## config.mk

```make
export PLATFORM = sky130hd
export DESIGN_NAME = seg7_capture
export DESIGN_NICKNAME = d
export VERILOG_FILES = /design/src/rtl/seg7_pkg.sv /design/src/rtl/seg7_decode.sv /design/src/rtl/seg7_capture.sv
export SDC_FILE = /design/constraint.sdc
export NUM_CORES = 1
export LEC_CHECK = 0
export ABC_CLOCK_PERIOD_IN_PS = 2200
export CAP_MARGIN = 10
export CORE_MARGIN = 2
export CORE_UTILIZATION = 35
export DETAILED_ROUTE_END_ITERATION = 12
export DONT_BUFFER_PORTS = 1
export GPL_TIMING_DRIVEN = 0
export PLACE_DENSITY_LB_ADDON = 0.25
export REMOVE_ABC_BUFFERS = 1
export SYNTH_ARGS = -nofsm -noshare
export SYNTH_HDL_FRONTEND = slang
export SYNTH_HIERARCHICAL = 1
export SYNTH_SLANG_ARGS = --single-unit
export TNS_END_PERCENT = 50
```

## constraint.sdc

```tcl
create_clock -name clk -period 2.2 [get_ports clk]
set_input_delay 0.44 -clock clk [delete_from_list [all_inputs] [get_ports clk]]
set_output_delay 0.44 -clock clk [all_outputs]
set_load 0.01 [all_outputs]
```

## src/rtl/seg7_pkg.sv

```systemverilog
// Shared seven-segment definitions: segment patterns (bit 6 = A ... bit 0 = G),
// capture FSM states and the error digit code.
package seg7_pkg;

    localparam logic [6:0] SEG_0     = 7'b1111110;
    localparam logic [6:0] SEG_1     = 7'b0110000;
    localparam logic [6:0] SEG_2     = 7'b1101101;
    localparam logic [6:0] SEG_3     = 7'b1111001;
    localparam logic [6:0] SEG_4     = 7'b0110011;
    localparam logic [6:0] SEG_5     = 7'b1011011;
    localparam logic [6:0] SEG_6     = 7'b1011111;
    localparam logic [6:0] SEG_6_ALT = 7'b0011111;
    localparam logic [6:0] SEG_7     = 7'b1110000;
    localparam logic [6:0] SEG_8     = 7'b1111111;
    localparam logic [6:0] SEG_9     = 7'b1111011;
    localparam logic [6:0] SEG_9_ALT = 7'b1110011;
    localparam logic [6:0] SEG_BLANK = 7'b0000000;

    localparam logic [3:0] BCD_ERR = 4'hF;

    typedef enum logic {
        SETTLING,
        HOLD
    } state_t;

endpackage

```

## src/rtl/seg7_decode.sv

```systemverilog
// Combinational segment-pattern to BCD decoder; unknown patterns report BCD_ERR
// with isDigit_o low, the all-off pattern raises isBlank_o instead.
module seg7_decode
    import seg7_pkg::*;
(
    input  logic [6:0] pattern_i,
    output logic       isDigit_o,
    output logic       isBlank_o,
    output logic [3:0] bcd_o
);

    always_comb begin
        isDigit_o = 1'b1;
        isBlank_o = 1'b0;
        bcd_o     = BCD_ERR;
        unique case (pattern_i)
            SEG_0:            bcd_o = 4'd0;
            SEG_1:            bcd_o = 4'd1;
            SEG_2:            bcd_o = 4'd2;
            SEG_3:            bcd_o = 4'd3;
            SEG_4:            bcd_o = 4'd4;
            SEG_5:            bcd_o = 4'd5;
            SEG_6, SEG_6_ALT: bcd_o = 4'd6;
            SEG_7:            bcd_o = 4'd7;
            SEG_8:            bcd_o = 4'd8;
            SEG_9, SEG_9_ALT: bcd_o = 4'd9;
            SEG_BLANK: begin
                isDigit_o = 1'b0;
                isBlank_o = 1'b1;
            end
            default:          isDigit_o = 1'b0;
        endcase
    end

endmodule

```

## src/rtl/seg7_capture.sv

```systemverilog
// Glitch-filtered seven-segment capture: registers the segment bus, waits for a
// stable pattern, decodes it and offers each new digit on a valid/ready register.
module seg7_capture
    import seg7_pkg::*;
#(
    parameter int unsigned STABLE_CYCLES = 4
) (
    input  logic       clk,
    input  logic       reset,
    input  logic [6:0] seg,
    input  logic       out_ready,
    output logic [3:0] out_bcd,
    output logic       out_valid,
    output logic       out_err,
    output logic       overrun
);

    localparam logic [7:0] STAB_MAX  = 8'(STABLE_CYCLES);
    localparam logic [7:0] STAB_LAST = 8'(STABLE_CYCLES - 1);

    state_t     state_q;
    logic [6:0] seg_q;
    logic [6:0] lastPat_q;
    logic [7:0] stabCnt_q;
    logic [7:0] stabCnt_d;
    logic [3:0] outBcd_q;
    logic       outValid_q;
    logic       outErr_q;
    logic       overrun_q;

    logic       sameSample;
    logic       settle;
    logic       emit;
    logic       load;
    logic       decIsDigit;
    logic       decIsBlank;
    logic [3:0] decBcd;

    seg7_decode uDecode (
        .pattern_i (seg_q),
        .isDigit_o (decIsDigit),
        .isBlank_o (decIsBlank),
        .bcd_o     (decBcd)
    );

    // Comparing the incoming sample against seg_q tells us whether the next
    // seg_q will match the current one, so a settle fires on the same edge.
    always_comb begin
        sameSample = (seg == seg_q);
        stabCnt_d  = 8'd0;
        if (sameSample) begin
            stabCnt_d = (stabCnt_q >= STAB_MAX) ? STAB_MAX : stabCnt_q + 8'd1;
        end
        settle = (state_q == SETTLING) && sameSample && (stabCnt_q == STAB_LAST);
        emit   = settle && (seg_q != lastPat_q) && !decIsBlank;
        load   = emit && (!outValid_q || out_ready);
    end

    always_ff @(posedge clk) begin
        if (reset) begin
            state_q    <= SETTLING;
            seg_q      <= SEG_BLANK;
            lastPat_q  <= SEG_BLANK;
            stabCnt_q  <= 8'd0;
            outBcd_q   <= 4'h0;
            outValid_q <= 1'b0;
            outErr_q   <= 1'b0;
            overrun_q  <= 1'b0;
        end else begin
            seg_q     <= seg;
            stabCnt_q <= stabCnt_d;

            case (state_q)
                SETTLING: begin
                    if (settle) begin
                        state_q   <= HOLD;
                        lastPat_q <= seg_q;
                    end
                end
                HOLD: begin
                    if (!sameSample) begin
                        state_q <= SETTLING;
                    end
                end
                default: state_q <= SETTLING;
            endcase

            if (load) begin
                outValid_q <= 1'b1;
                outBcd_q   <= decBcd;
                outErr_q   <= !decIsDigit;
            end else if (outValid_q && out_ready) begin
                outValid_q <= 1'b0;
            end

            // A settled result with nowhere to go is lost; remember that until reset.
            if (emit && outValid_q && !out_ready) begin
                overrun_q <= 1'b1;
            end
        end
    end

    assign out_bcd   = outBcd_q;
    assign out_valid = outValid_q;
    assign out_err   = outErr_q;
    assign overrun   = overrun_q;

endmodule

```

## Word level (Yosys, flattened, before mapping)

Cells that the tools add are included.

| word-level totals | value |
|---|---|
| register bits after elaboration | 30 |
| input port bits | 10 |
| output and inout port bits | 7 |
| logic and storage cells | 58 |

| operators by class | value |
|---|---|
| add/subtract/negate cells | 1 |
| $lt $le $gt $ge | 1 |
| equality and inequality tests | 15 |
| mux-type cells | 9 |
| bitwise logic cells | 2 |
| reductions and logical operators | 21 |

Operators by type and width:

| kind | number |
|---|---|
| == test 7 bit, second input constant | 9 |
| one-hot mux 4 bit (10 select lines) | 1 |
| == test 7 x 6 -> 1 bit, second input constant | 2 |
| OR reduction 12 bit | 1 |
| adder 8 x 1 -> 8 bit, second input constant | 1 |
| == test 8 x 2 -> 1 bit, second input constant | 1 |
| >= comparator 8 x 3 -> 1 bit, second input constant | 1 |
| logical AND 1 bit | 8 |
| == test 7 x 5 -> 1 bit, second input constant | 1 |
| == test 7 bit | 1 |
| zero test 7 bit | 1 |
| inequality test 7 bit | 1 |
| two-way mux 1 bit | 6 |
| OR reduction 2 bit | 3 |
| zero test 1 bit | 4 |
| two-way mux 3 bit | 1 |
| OR reduction 3 bit | 1 |
| NOT 1 bit | 2 |
| one-hot mux 1 bit (2 select lines) | 1 |
| AND reduction 2 bit | 1 |
| nonzero test 2 bit | 1 |
| logical OR 1 bit | 1 |

## Logic depth before layout (Yosys ltp)

| logic depth | value |
|---|---|
| depth after elaboration | 7 |
| mapped depth | 7 |
| mapped depth without buffers | 6 |

## Modules after synthesis

Netlist, hierarchy kept.

By module, submodules not included:

| module | instances | cells each | area each (µm²) | sequential area each (µm²) |
|---|---|---|---|---|
| seg7_capture | 1 | 113 | 1244.9 | 600.6 |
| seg7_decode | 1 | 39 | 257.7 | 0.0 |

## Least setup slack after synthesis

OpenSTA, ideal clock, no wires.

| timing | value |
|---|---|
| kind | register to register |
| from | register seg_q[3] |
| to | register outBcd_q[2], in the netlist out_bcd[2] |
| setup time | 0.118 ns |
| data arrival time | 1.708 ns |
| data required time | 2.082 ns |
| path slack | 0.374 ns |
| cell stages (with the launch flop) | 8 |
| path buffers | 1 |
| period minus slack after synthesis | 1.826 ns |
| cells stage by stage | dfxtp_1 -> buf_2 -> or4b_1 -> a211o_1 -> o2111ai_2 -> o211ai_2 -> or2b_2 -> mux2i_1 |

| on the way | value |
|---|---|
| elaborated cells between the ends (all ways) | 25 |
| those cells by class | 14 x eq/ne; 2 x mux; 9 x reduce/logical |

RTL lines:

| item | line | RTL |
|---|---|---|
| from (decl) | seg7_capture.sv:22 | `logic [6:0] seg_q;` |
| from (signal assigned) | seg7_capture.sv:70 | `seg_q <= seg;` |
| == test 7 bit / == test 7 x 5 -> 1 bit (equally long branches) | seg7_decode.sv:16 | `unique case (pattern_i)` |
| OR reduction 2 bit | -- |  |
| one-hot mux 4 bit (10 select lines) * | seg7_decode.sv:16 |  |
| via decBcd[2] | seg7_capture.sv:37 | `logic [3:0] decBcd;` |
| to (signal assigned) | seg7_capture.sv:65 | `outBcd_q <= 4'h0;` |
| to (signal assigned) | seg7_capture.sv:90 | `outBcd_q <= decBcd;` |
| to (decl) | seg7_capture.sv:26 | `logic [3:0] outBcd_q;` |

The timed path passes the listed nets; every way through them passes the cells marked *.
A chain may end at the register's enable or synchronous reset.

## Worst setup path after layout

| timing | value |
|---|---|
| from | register stabCnt_q[2] |
| to | register outBcd_q[2], in the netlist out_bcd[2] |

| on the way | value |
|---|---|
| longest elaborated chain between the ends | 5 |

Ends and longest elaborated chain:

| item | line | RTL |
|---|---|---|
| from (decl) | seg7_capture.sv:24 | `logic [7:0] stabCnt_q;` |
| from (signal assigned) | seg7_capture.sv:71 | `stabCnt_q <= stabCnt_d;` |
| == test 8 x 2 -> 1 bit | seg7_capture.sv:54 | `settle = (state_q == SETTLING) && sameSample && (stabCnt_q == STAB_LAST);` |
| logical AND 1 bit | seg7_capture.sv:54 |  |
| logical AND 1 bit (2 in series) | seg7_capture.sv:55 | `emit = settle && (seg_q != lastPat_q) && !decIsBlank;` |
| logical AND 1 bit | seg7_capture.sv:56 | `load = emit && (!outValid_q \|\| out_ready);` |

Every way passes these cells.

==> results.ini <==
[run_status]
status=finished, final reports clean

[worst_setup_path]
critPathCaptureType=flip-flop
crit_path_start_kind=flip-flop
crit_fanout=9
crit_type=flip-flop to flip-flop
arrival_ns=2.18
slowest_stage=or4_4
slowest_delay_ns=0.53
worstPathCellList=or4_4 -> nor3_4 -> and4bb_4 -> and4_2 -> mux2i_1
worst-endpoint-required_ns=2.40

[global_routing]
first_global_vias=1115
grtUsageTotal_pct=12.0
gr-total-overflow=0
grt_max_degree=28
grt_pass1_wl_um=4710
antenna_found_initial=0

[clock_network]
insertion_delay_ns=0.27
cts_buffer_depth=2
clk_pin_slew_ns=0.07
clkSinkCount=30
htreeDepth=2
cts_tree=done
root_buffer=clkbuf_8
cts_buffers=5
cts_hold_buf=0

[finish]
area_growth_pct=10.6
diodes=0
postLayoutCoreUtil_pct=40.9
layout.nets=172
final_layout_size_suffix_gt1_share_pct=20.5

[detailed_routing]
met1_length_um=1150
drt-pass1-iter-count=4
dr_wl_met2_um=1360
wl_met3_um=152
routed_wl_um=2680
drc=0
wire_per_inst_um=12.7
dr.max_layer_used=met4
drt_iter0_markers=49
antenna_left=0
num_vias=1065
viasPerCell=5.05

[timing]
rsz0062_at_grt=no
clock_skew_ns=0.0104
finalCritPeriodShare_pct=89.6
max_freq_mhz=507
finalMaxSlewViolations=0
fin_tns_setup_ns=0
hold_viol_final=0
setup_viol=0
fin_crit_ns=1.97
holdWs_ns=0.229

[floorplan]
coreArea_um2=4060
initial_core_util_pct=37.0
dieArea_um2=4830
die_x_um=69.5
io_pins=17
die_h_um=69.5
rows=23

[synth]
synth_seq_cells=30
ys.warnings.count=6
syn-cell-area_um2=1500
yosysSeqAreaShare_pct=40.0
syn_inst=152
async_flop_share_pct=0
synth.largest_area_cell=dfxtp_1
ys.flop_type=dfxtp_1
synthMostInstantiatedCell=dfxtp_1
synth_edf_count=0
synthTopCellsByCount=dfxtp_1, xnor2_1, mux2i_1
synth.area.top_cells=dfxtp_1, mux2i_1, xnor2_1
synth_top_cell_area_share_pct=40.0
avgSynthCellArea_um2=9.89
synth_cell_types=45

[hold_path]
hold_path_class=primary input to flip-flop

[place]
hpwl_um=1930
port_buffers=0
place.gp.congestion=0.856

[power]
powerDensity_nw_per_um2=661
ir_drop_mv=0.451
cellLeakagePower_nw=0.581

[flow_run]
maxCapViolCount=0

[critical path, delay by kind of cell, from the launching register on]
family           cells  cell delay [ns]
DFF                  1             0.30
and+or+nand+nor      4             1.39
muxes                1             0.21
[worst paths after layout]
path                      from         end  slack, ns  cells past startpoint
setup / recovery  stabCnt_q[2]  out_bcd[2]       0.23                      5
setup reg to reg  stabCnt_q[2]  out_bcd[2]       0.23                      5
hold reg to reg        state_q     state_q       0.49                      2
hold / removal           reset   out_valid       0.23                      1
[metal layers]
layer | track usage (%) | up-vias
met5 | 0 | -
met1 | 12.6 | 507
met3 | 4.65 | 4
met4 | 4.58 | 0
met2 | 21.5 | 27
li1 | - | 527
[layout make-up]
class | count | area (um2)
clock buffer | 6 | 82.6
clock inverter | 2 | 12.5
fill | 398 | 2400
inverter | 5 | 18.8
multi-input combinational | 112 | 838
sequential | 30 | 602
tap | 50 | 62.6
timing repair buffer | 6 | 45.0
[cell usage in the layout (no fill, tap or decap), types with 2 or more instances in the layout]
cell type	synthesis	layout
nand2_1	3	3
and3_2	2	2
nor2_1	10	10
mux2i_1	11	11
clkbuf_8	0	6
nand4_1	3	3
nor3_1	2	2
or2b_2	7	7
nand3_1	6	6
a21oi_1	4	4
ha_1	2	2
inv_1	5	5
conb_1	1	5
xnor2_1	12	12
o31ai_1	2	2
dfxtp_1	30	29
nor2b_1	10	10
o21a_1	2	2
buf_4	0	6
nand2b_1	5	5
xor2_1	3	3
[power breakdown]
part	internal [mW]	switching, mW	leakage [nW]	total [mW]
Sequential	0.555	0.0243	0.246	0.580
Clock	0.251	0.207	0.0472	0.458
Combinational	0.0352	0.0247	0.288	0.0599
Total	0.842	0.256	0.581	1.10
[registers in the layout, indices dropped and copies added, names as in the netlist]
signal     count
lastPat_q      7
out_bcd        4
out_err        1
out_valid      1
overrun        1
seg_q          7
stabCnt_q      8
state_q        1
[metrics by stage]
step	area (um2)	total power, mW	setup slack [ns]	instances
2_1_floorplan	1450	0.637	0.110	147
3_3_place_gp	1520	0.649	-0.0864	197
3_5_place_dp	1520	0.651	-0.168	197
4_1_cts	1610	1.11	0.0788	205
5_1_grt	1660	1.15	0.0781	211
6_report	1660	1.10	0.228	211
[timing repair]
item | CTS | global route
resized for setup | 2 | 2
setup endpoints to repair | 4 | 4
pin swaps | 0 | 1
setup buffers | 0 | 6
[kinds of logic after synthesis]
group	after synthesis	synth area share (%)
AOI/OAI and AO/OA	17	9.49
xor gates and xnor gates	15	8.74
adders and majority gates	2	1.67
buffers and inverters	14	5.58
DFF	30	40.0
muxes	11	7.33
other	1	0.250
and+or+nand+nor	62	27.0
Note: power is estimated with default switching activity, not from simulation.
